===== src/rtl/mux_stream_demux_pkg.sv =====
// Shared types and helpers for the mux stream demultiplexer.
// The optional idle timeout is enabled by defining MUX_STREAM_DEMUX_TIMEOUT_EN.
package mux_stream_demux_pkg;

  // Default select width; the reconstructed word is 2**SEL_W bits wide.
  localparam int SEL_W_DEF = 2;

  typedef enum logic {
    COLLECT = 1'b0,
    HOLD    = 1'b1
  } state_t;

  // Word width derived from the select width.
  function automatic int word_width(input int sel_w);
    return 1 << sel_w;
  endfunction

endpackage


===== src/rtl/mux_stream_demux_if.sv =====
// Sample-in / word-out bundle of the mux stream demultiplexer.
// slave is the demux side, master is the producer/consumer side.
interface mux_stream_demux_if
  import mux_stream_demux_pkg::*;
#(
  parameter int SEL_W = SEL_W_DEF,
  parameter int CNT_W = 8
) ();

  localparam int N = word_width(SEL_W);

  logic             in_valid;
  logic             in_ready;
  logic [SEL_W-1:0] in_sel;
  logic             in_bit;
  logic             out_valid;
  logic             out_ready;
  logic [N-1:0]     out_data;
  logic             dup_err;
  logic [CNT_W-1:0] frame_cnt;
  logic             timeout;

  modport slave (
    input  in_valid, in_sel, in_bit, out_ready,
    output in_ready, out_valid, out_data, dup_err, frame_cnt, timeout
  );

  modport master (
    output in_valid, in_sel, in_bit, out_ready,
    input  in_ready, out_valid, out_data, dup_err, frame_cnt, timeout
  );

endinterface


===== src/rtl/mux_stream_idle_timer.sv =====
// Load-clear idle counter: counts cycles while run is high and pulses
// expire combinationally on the TERM-th consecutive run cycle.
// Only instantiated when MUX_STREAM_DEMUX_TIMEOUT_EN is defined.
module mux_stream_idle_timer #(
  parameter int TERM = 16
) (
  input  logic clk,
  input  logic rst_n,
  input  logic run,
  input  logic clr,
  output logic expire
);

  localparam int W = $clog2(TERM + 1);

  logic [W-1:0] cnt_reg;

  // Terminal pulse on the cycle the count would reach TERM.
  assign expire = run && !clr && (cnt_reg == W'(TERM - 1));

  // Counter: clear wins, self-clears on expiry, otherwise counts run cycles.
  always_ff @(posedge clk or negedge rst_n) begin
    if (!rst_n) begin
      cnt_reg <= '0;
    end else if (clr || expire) begin
      cnt_reg <= '0;
    end else if (run) begin
      cnt_reg <= cnt_reg + 1'b1;
    end
  end

endmodule


===== src/rtl/mux_stream_demux.sv =====
// Rebuilds an N-bit word from (select, bit) samples of a mux sweep.
// Each sample lands in bit position sel; once every position has been written
// the word is handed off on a valid/ready port and the block waits for it.
// Optional feature: define MUX_STREAM_DEMUX_TIMEOUT_EN to discard partial
// frames after TIMEOUT_CYC idle cycles (timeout output pulses); otherwise
// timeout is tied low and partial frames wait indefinitely.
module mux_stream_demux
  import mux_stream_demux_pkg::*;
#(
  parameter int SEL_W       = SEL_W_DEF,
  parameter int CNT_W       = 8,
  parameter int TIMEOUT_CYC = 16
) (
  input logic              clk,
  input logic              rst_n,
  mux_stream_demux_if.slave bus
);

  localparam int N = word_width(SEL_W);

  if (TIMEOUT_CYC < 1) begin : g_bad_timeout
    $error("TIMEOUT_CYC must be at least 1");
  end

  state_t           state_reg;
  state_t           state_next;
  logic [N-1:0]     data_reg;
  logic [N-1:0]     mask_reg;
  logic [N-1:0]     sel_onehot;
  logic [N-1:0]     data_merge;
  logic [N-1:0]     mask_merge;
  logic             accept;
  logic             dup;
  logic             last;
  logic             handshake;
  logic             expire;
  logic             in_ready_w;
  logic             out_valid_reg;
  logic [N-1:0]     out_data_reg;
  logic             dup_err_reg;
  logic [CNT_W-1:0] frame_cnt_reg;
  logic             timeout_reg;

  // Sample decode: target bit, merged capture values, frame events.
  always_comb begin
    sel_onehot = {{(N-1){1'b0}}, 1'b1} << bus.in_sel;
    accept     = bus.in_valid && in_ready_w;
    dup        = accept && |(mask_reg & sel_onehot);
    mask_merge = mask_reg | sel_onehot;
    data_merge = bus.in_bit ? (data_reg | sel_onehot) : (data_reg & ~sel_onehot);
    last       = accept && (&mask_merge);
    handshake  = out_valid_reg && bus.out_ready;
  end

`ifdef MUX_STREAM_DEMUX_TIMEOUT_EN
  logic idle;

  // A partial frame is idle when nothing is accepted while collecting.
  always_comb begin
    idle = (state_reg == COLLECT) && (|mask_reg) && !accept;
  end

  mux_stream_idle_timer #(
    .TERM (TIMEOUT_CYC)
  ) u_idle_timer (
    .clk    (clk),
    .rst_n  (rst_n),
    .run    (idle),
    .clr    (!idle),
    .expire (expire)
  );
`else
  assign expire = 1'b0;
`endif

  // FSM state register.
  always_ff @(posedge clk or negedge rst_n) begin
    if (!rst_n) begin
      state_reg <= COLLECT;
    end else begin
      state_reg <= state_next;
    end
  end

  // FSM next state: complete frame moves to HOLD, handoff returns to COLLECT.
  always_comb begin
    state_next = state_reg;
    case (state_reg)
      COLLECT: if (last)      state_next = HOLD;
      HOLD:    if (handshake) state_next = COLLECT;
      default:                state_next = COLLECT;
    endcase
  end

  // FSM outputs: samples are only taken while collecting.
  always_comb begin
    in_ready_w = (state_reg == COLLECT);
  end

  // Capture register: merge each accepted sample, clear on completion or expiry.
  always_ff @(posedge clk or negedge rst_n) begin
    if (!rst_n) begin
      data_reg <= '0;
      mask_reg <= '0;
    end else if (last || expire) begin
      data_reg <= '0;
      mask_reg <= '0;
    end else if (accept) begin
      data_reg <= data_merge;
      mask_reg <= mask_merge;
    end
  end

  // Output word, handoff counter and event pulses.
  always_ff @(posedge clk or negedge rst_n) begin
    if (!rst_n) begin
      out_valid_reg <= 1'b0;
      out_data_reg  <= '0;
      dup_err_reg   <= 1'b0;
      frame_cnt_reg <= '0;
      timeout_reg   <= 1'b0;
    end else begin
      dup_err_reg <= dup;
      timeout_reg <= expire;
      if (last) begin
        out_valid_reg <= 1'b1;
        out_data_reg  <= data_merge;
      end else if (handshake) begin
        out_valid_reg <= 1'b0;
        frame_cnt_reg <= frame_cnt_reg + 1'b1;
      end
    end
  end

  assign bus.in_ready  = in_ready_w;
  assign bus.out_valid = out_valid_reg;
  assign bus.out_data  = out_data_reg;
  assign bus.dup_err   = dup_err_reg;
  assign bus.frame_cnt = frame_cnt_reg;
  assign bus.timeout   = timeout_reg;

endmodule


===== src/flat_wrapper.sv =====
// flat-port wrapper written by rule: the top's interface ports become plain ports
module mux_stream_demux_flat import mux_stream_demux_pkg::*;
#(
  parameter int SEL_W       = SEL_W_DEF,
  parameter int CNT_W       = 8,
  parameter int TIMEOUT_CYC = 16
)
  (clk, rst_n, bus_in_valid, bus_in_sel, bus_in_bit, bus_out_ready, bus_in_ready, bus_out_valid, bus_out_data, bus_dup_err, bus_frame_cnt, bus_timeout);
  mux_stream_demux_if #(.SEL_W(SEL_W), .CNT_W(CNT_W)) bus_i ();
  input logic clk;
  input logic rst_n;
  input wire logic [$bits(bus_i.in_valid)-1:0] bus_in_valid;
  input wire logic [$bits(bus_i.in_sel)-1:0] bus_in_sel;
  input wire logic [$bits(bus_i.in_bit)-1:0] bus_in_bit;
  input wire logic [$bits(bus_i.out_ready)-1:0] bus_out_ready;
  output wire logic [$bits(bus_i.in_ready)-1:0] bus_in_ready;
  output wire logic [$bits(bus_i.out_valid)-1:0] bus_out_valid;
  output wire logic [$bits(bus_i.out_data)-1:0] bus_out_data;
  output wire logic [$bits(bus_i.dup_err)-1:0] bus_dup_err;
  output wire logic [$bits(bus_i.frame_cnt)-1:0] bus_frame_cnt;
  output wire logic [$bits(bus_i.timeout)-1:0] bus_timeout;
  assign bus_i.in_valid = bus_in_valid;
  assign bus_i.in_sel = bus_in_sel;
  assign bus_i.in_bit = bus_in_bit;
  assign bus_i.out_ready = bus_out_ready;
  assign bus_in_ready = bus_i.in_ready;
  assign bus_out_valid = bus_i.out_valid;
  assign bus_out_data = bus_i.out_data;
  assign bus_dup_err = bus_i.dup_err;
  assign bus_frame_cnt = bus_i.frame_cnt;
  assign bus_timeout = bus_i.timeout;
  mux_stream_demux #(.SEL_W(SEL_W), .CNT_W(CNT_W), .TIMEOUT_CYC(TIMEOUT_CYC)) u_core (.clk(clk), .rst_n(rst_n), .bus(bus_i));
endmodule

===== config.mk =====
export PLATFORM = sky130hd
export DESIGN_NAME = mux_stream_demux_flat
export DESIGN_NICKNAME = d
export VERILOG_FILES = /design/src/rtl/mux_stream_demux_pkg.sv /design/src/rtl/mux_stream_demux_if.sv /design/src/rtl/mux_stream_idle_timer.sv /design/src/rtl/mux_stream_demux.sv /design/src/flat_wrapper.sv
export SDC_FILE = /design/constraint.sdc
export NUM_CORES = 1
export LEC_CHECK = 0
export ABC_AREA = 0
export CAP_MARGIN = 10
export CORE_MARGIN = 2
export CORE_UTILIZATION = 50
export DETAILED_ROUTE_END_ITERATION = 12
export GPL_TIMING_DRIVEN = 1
export PLACE_DENSITY = 0.84
export SETUP_SLACK_MARGIN = 0.02
export SYNTH_ARGS = -nofsm -noshare
export SYNTH_HDL_FRONTEND = slang
export SYNTH_SLANG_ARGS = --single-unit

===== constraint.sdc =====
create_clock -name clk -period 1.8 [get_ports clk]
set_clock_uncertainty 0.2 [all_clocks]
set_input_delay 0.54 -clock clk [delete_from_list [all_inputs] [get_ports clk]]
set_output_delay 0.54 -clock clk [all_outputs]
set_load 0.03 [all_outputs]

==> results by group <==
Run status
  – Status: finished, final reports clean

Placement
  – Placement Setup Slack: -620 ps
  – Hpwl dp: 1760 um
  – Placed Area: 0.00144 mm^2
  – Port Buf Inserts: 21
  – Gpl congestion: 0.782

CTS
  – Clock transition at path regs: between 100 and 150 ps
  – CTS tree: built
  – Clk buf depth: 2
  – Insertion delay to the later sink of the worst-skew pair: 310 ps
  – Htree depth: 1
  – Total CTS buffers: 3
  – CTS Sinks: 23
  – Clock root buffer: clkbuf_4

Drt
  – Remaining DRCs: 0
  – Drt first-iter violations: 19
  – Drt total wl: 2570 um
  – Drt wl/cell: 14.4 um
  – Drt pass-1 iters: 4
  – DRT antenna net count: 0
  – Routed vias: 954
  – Via density: 5.36

GRT
  – Grt met2 use: 34.2%
  – Number of global-route vias before repair: ~940
  – Grt met3 use: 4.60%
  – Antenna violations before repair: 0
  – Overflow after GRT: 0
  – Largest net degree at the start of global routing: 24
  – Met1 usage in global routing: 23.0%
  – GR Util All Layers: 19.6%
  – GR peak layer: met2
  – Global-route wire length before repair: 3930 um

Final layout
  – Nets@finish: around 160
  – Layout cells sized above 1: between 30% and 40%
  – Fin util: 70.6%
  – Most common cell after layout, fill and taps aside: buf_4
  – Post-route cell area: 0.00155 mm^2
  – Ant. Diodes: 0
  – Most frequent cells in the layout: buf_4 (27), dfrtp_1 (23), a21oi_1 (14), nand2_1 (11), nor2_1 (11)
  – # fillers: 148
  – Area taken by multi-input logic gates: 567 um^2
  – Storage cell area: 576 um^2
  – Area delta synth->final: 34.3%
  – Max reg flops: 8

Setup path
  – Critical Path Sink Type: output port
  – CP required: 1060 ps
  – Peak fanout along the critical path: 2
  – Slowest cell delay on critical path: 400 ps
  – Crit path kind: reg -> out
  – CP cell instances: buf_4 > inv_2 > buf_6
  – Critical-path top delay cell: dfrtp_1
  – Worst setup SP type: register
  – Data arrival, critical path: 1000 ps

Pwr
  – Worst vdd ir: around 0.00086 V
  – Pwr/cell area: ~1500 mW/mm^2
  – Leakage: 0.000773 uW

Synthesis
  – Register area share after synthesis: 50.0%
  – YS warnings: 0
  – Mapped Area: 0.00115 mm^2
  – Mapped Cells: 111
  – Yosys top cell area share: 50.0%
  – Flops & latches, synth: 23
  – Synth area leader: dfrtp_1
  – Synth area leaders: dfrtp_1 (50%), mux2i_1 (7.0%), a21oi_1 (6.5%)
  – Syn avg cell area: slightly above 10 um^2
  – Unique cell type count in the Yosys netlist: 31
  – Synth Net Count: 119

STA
  – Period utilization: 96.9%
  – RSZ-0062 raised after global routing: true
  – Final setup violation count: 0
  – Maximum clock frequency: 0.573 GHz
  – Final worst slack: 55.3 ps
  – Count of pins over their slew limit: 0
  – Tmin final: 1740 ps
  – Hold Vio Cnt, Final: 0

Floorplan
  – Std cell rows: 17
  – Ports: 23
  – Initial Util: 52.5%
  – Die X: 52.0 um
  – Core ar.: 0.00219 mm^2
  – Die area: approximately 0.0027 mm^2
  – Die Height: ~52 um

Flow run
  – Max_cap viols: 0

Hold path
  – Type of the most critical hold path: reg -> reg
==> area by class of cell <==
class	instances	area share [%]
flip-flops and latches	23	37.2
multi-input cells	78	36.7
repair buffers	42	21.4
well taps	28	2.27
clock buffers	4	1.70
inverters	3	0.728
==> Yosys cell counts <==
cell,n
nand4_1,2
o21ai_2,1
buf_1,1
mux2_1,1
nor3_1,1
ha_1,1
a211oi_1,1
and4_1,1
nand3b_1,1
a21oi_2,1
buf_6,3
a211oi_2,1
nand3_1,2
xor2_1,7
buf_2,1
mux2i_1,8
a21oi_1,15
dfrtp_1,23
o21ai_0,3
nand2b_1,2
buf_4,2
nand2_1,11
nor2b_1,1
or2_2,2
inv_1,3
conb_1,1
and2_1,1
or2b_1,1
nor2_1,11
o22ai_2,1
mux4_1,1
==> per-stage QoR <==
step	power [uW]	hold WS, ps	cells	TNS (ps)
floorplan	1560	44.4	111	0
global placement	1950	254	170	-10700
detailed placement	1990	255	170	-11880
CTS	2270	274	178	0
global route	2510	318	178	-9.58
finish	2360	272	178	0
==> report_power, final <==
group / internal [uW] / leakage [uW] / switching [uW]
Sequential: 719 / 0.000289 / 172
Combinational: 540 / 0.000469 / 697
Clock: 86.4 / 0.0000150 / 151
==> final timing paths <==
| kind | startpoint | endpoint | slack, ps | depth (start not counted) |
|---|---|---|---|---|
| setup / recovery | u_core.state_reg$_DFF_PN0_ | bus_in_ready | 60 | 3 |
| hold / removal | u_core.bus.frame_cnt[7]$_DFFE_PN0P_ | u_core.bus.frame_cnt[7]$_DFFE_PN0P_ | 270 | 1 |
| setup reg to reg | u_core.mask_reg[3]$_DFFE_PN0P_ | u_core.bus.frame_cnt[1]$_DFFE_PN0P_ | 100 | 5 |
| hold reg to reg | u_core.bus.frame_cnt[7]$_DFFE_PN0P_ | u_core.bus.frame_cnt[7]$_DFFE_PN0P_ | 270 | 1 |
| max in group asynchronous | rst_n | u_core.bus.frame_cnt[1]$_DFFE_PN0P_ | 810 | 2 |
| min in group asynchronous | rst_n | u_core.mask_reg[0]$_DFFE_PN0P_ | 360 | 2 |
==> worst max-delay path, delay by kind of cell (launching register included) <==
kind                   cells  cell delay [ps]
buffers and inverters      3              300
DFF                        1              400
==> timing repair <==
action,CTS,global route
pin swaps,5,3
setup endpoints to repair,30,13
setup buffers,4,0
gates resized for setup,25,21
gates cloned,0,0
hold buffers,0,0
==> metal layers <==
| metal | wire length [um] | part of all wire (%) |
|---|---|---|
| met1 | 1020 | 40 |
| met2 | 1400 | 55 |
| met3 | 105 | 4.1 |
| met4 | 42 | 1.6 |
| met5 | 0 | 0 |
==> cell families after synthesis <==
| group | count (synthesis) | share of synthesized area [%] |
|---|---|---|
| simple gates | 36 | 14.9 |
| compound gates | 23 | 12.2 |
| flops | 23 | 50.0 |
| mux | 10 | 10.2 |
| buf+inv | 10 | 5.98 |
| xor+xnor | 7 | 5.33 |
| fa+ha+maj | 1 | 1.09 |
| other cells | 1 | 0.326 |
Note: power is estimated with default switching activity, not from simulation.
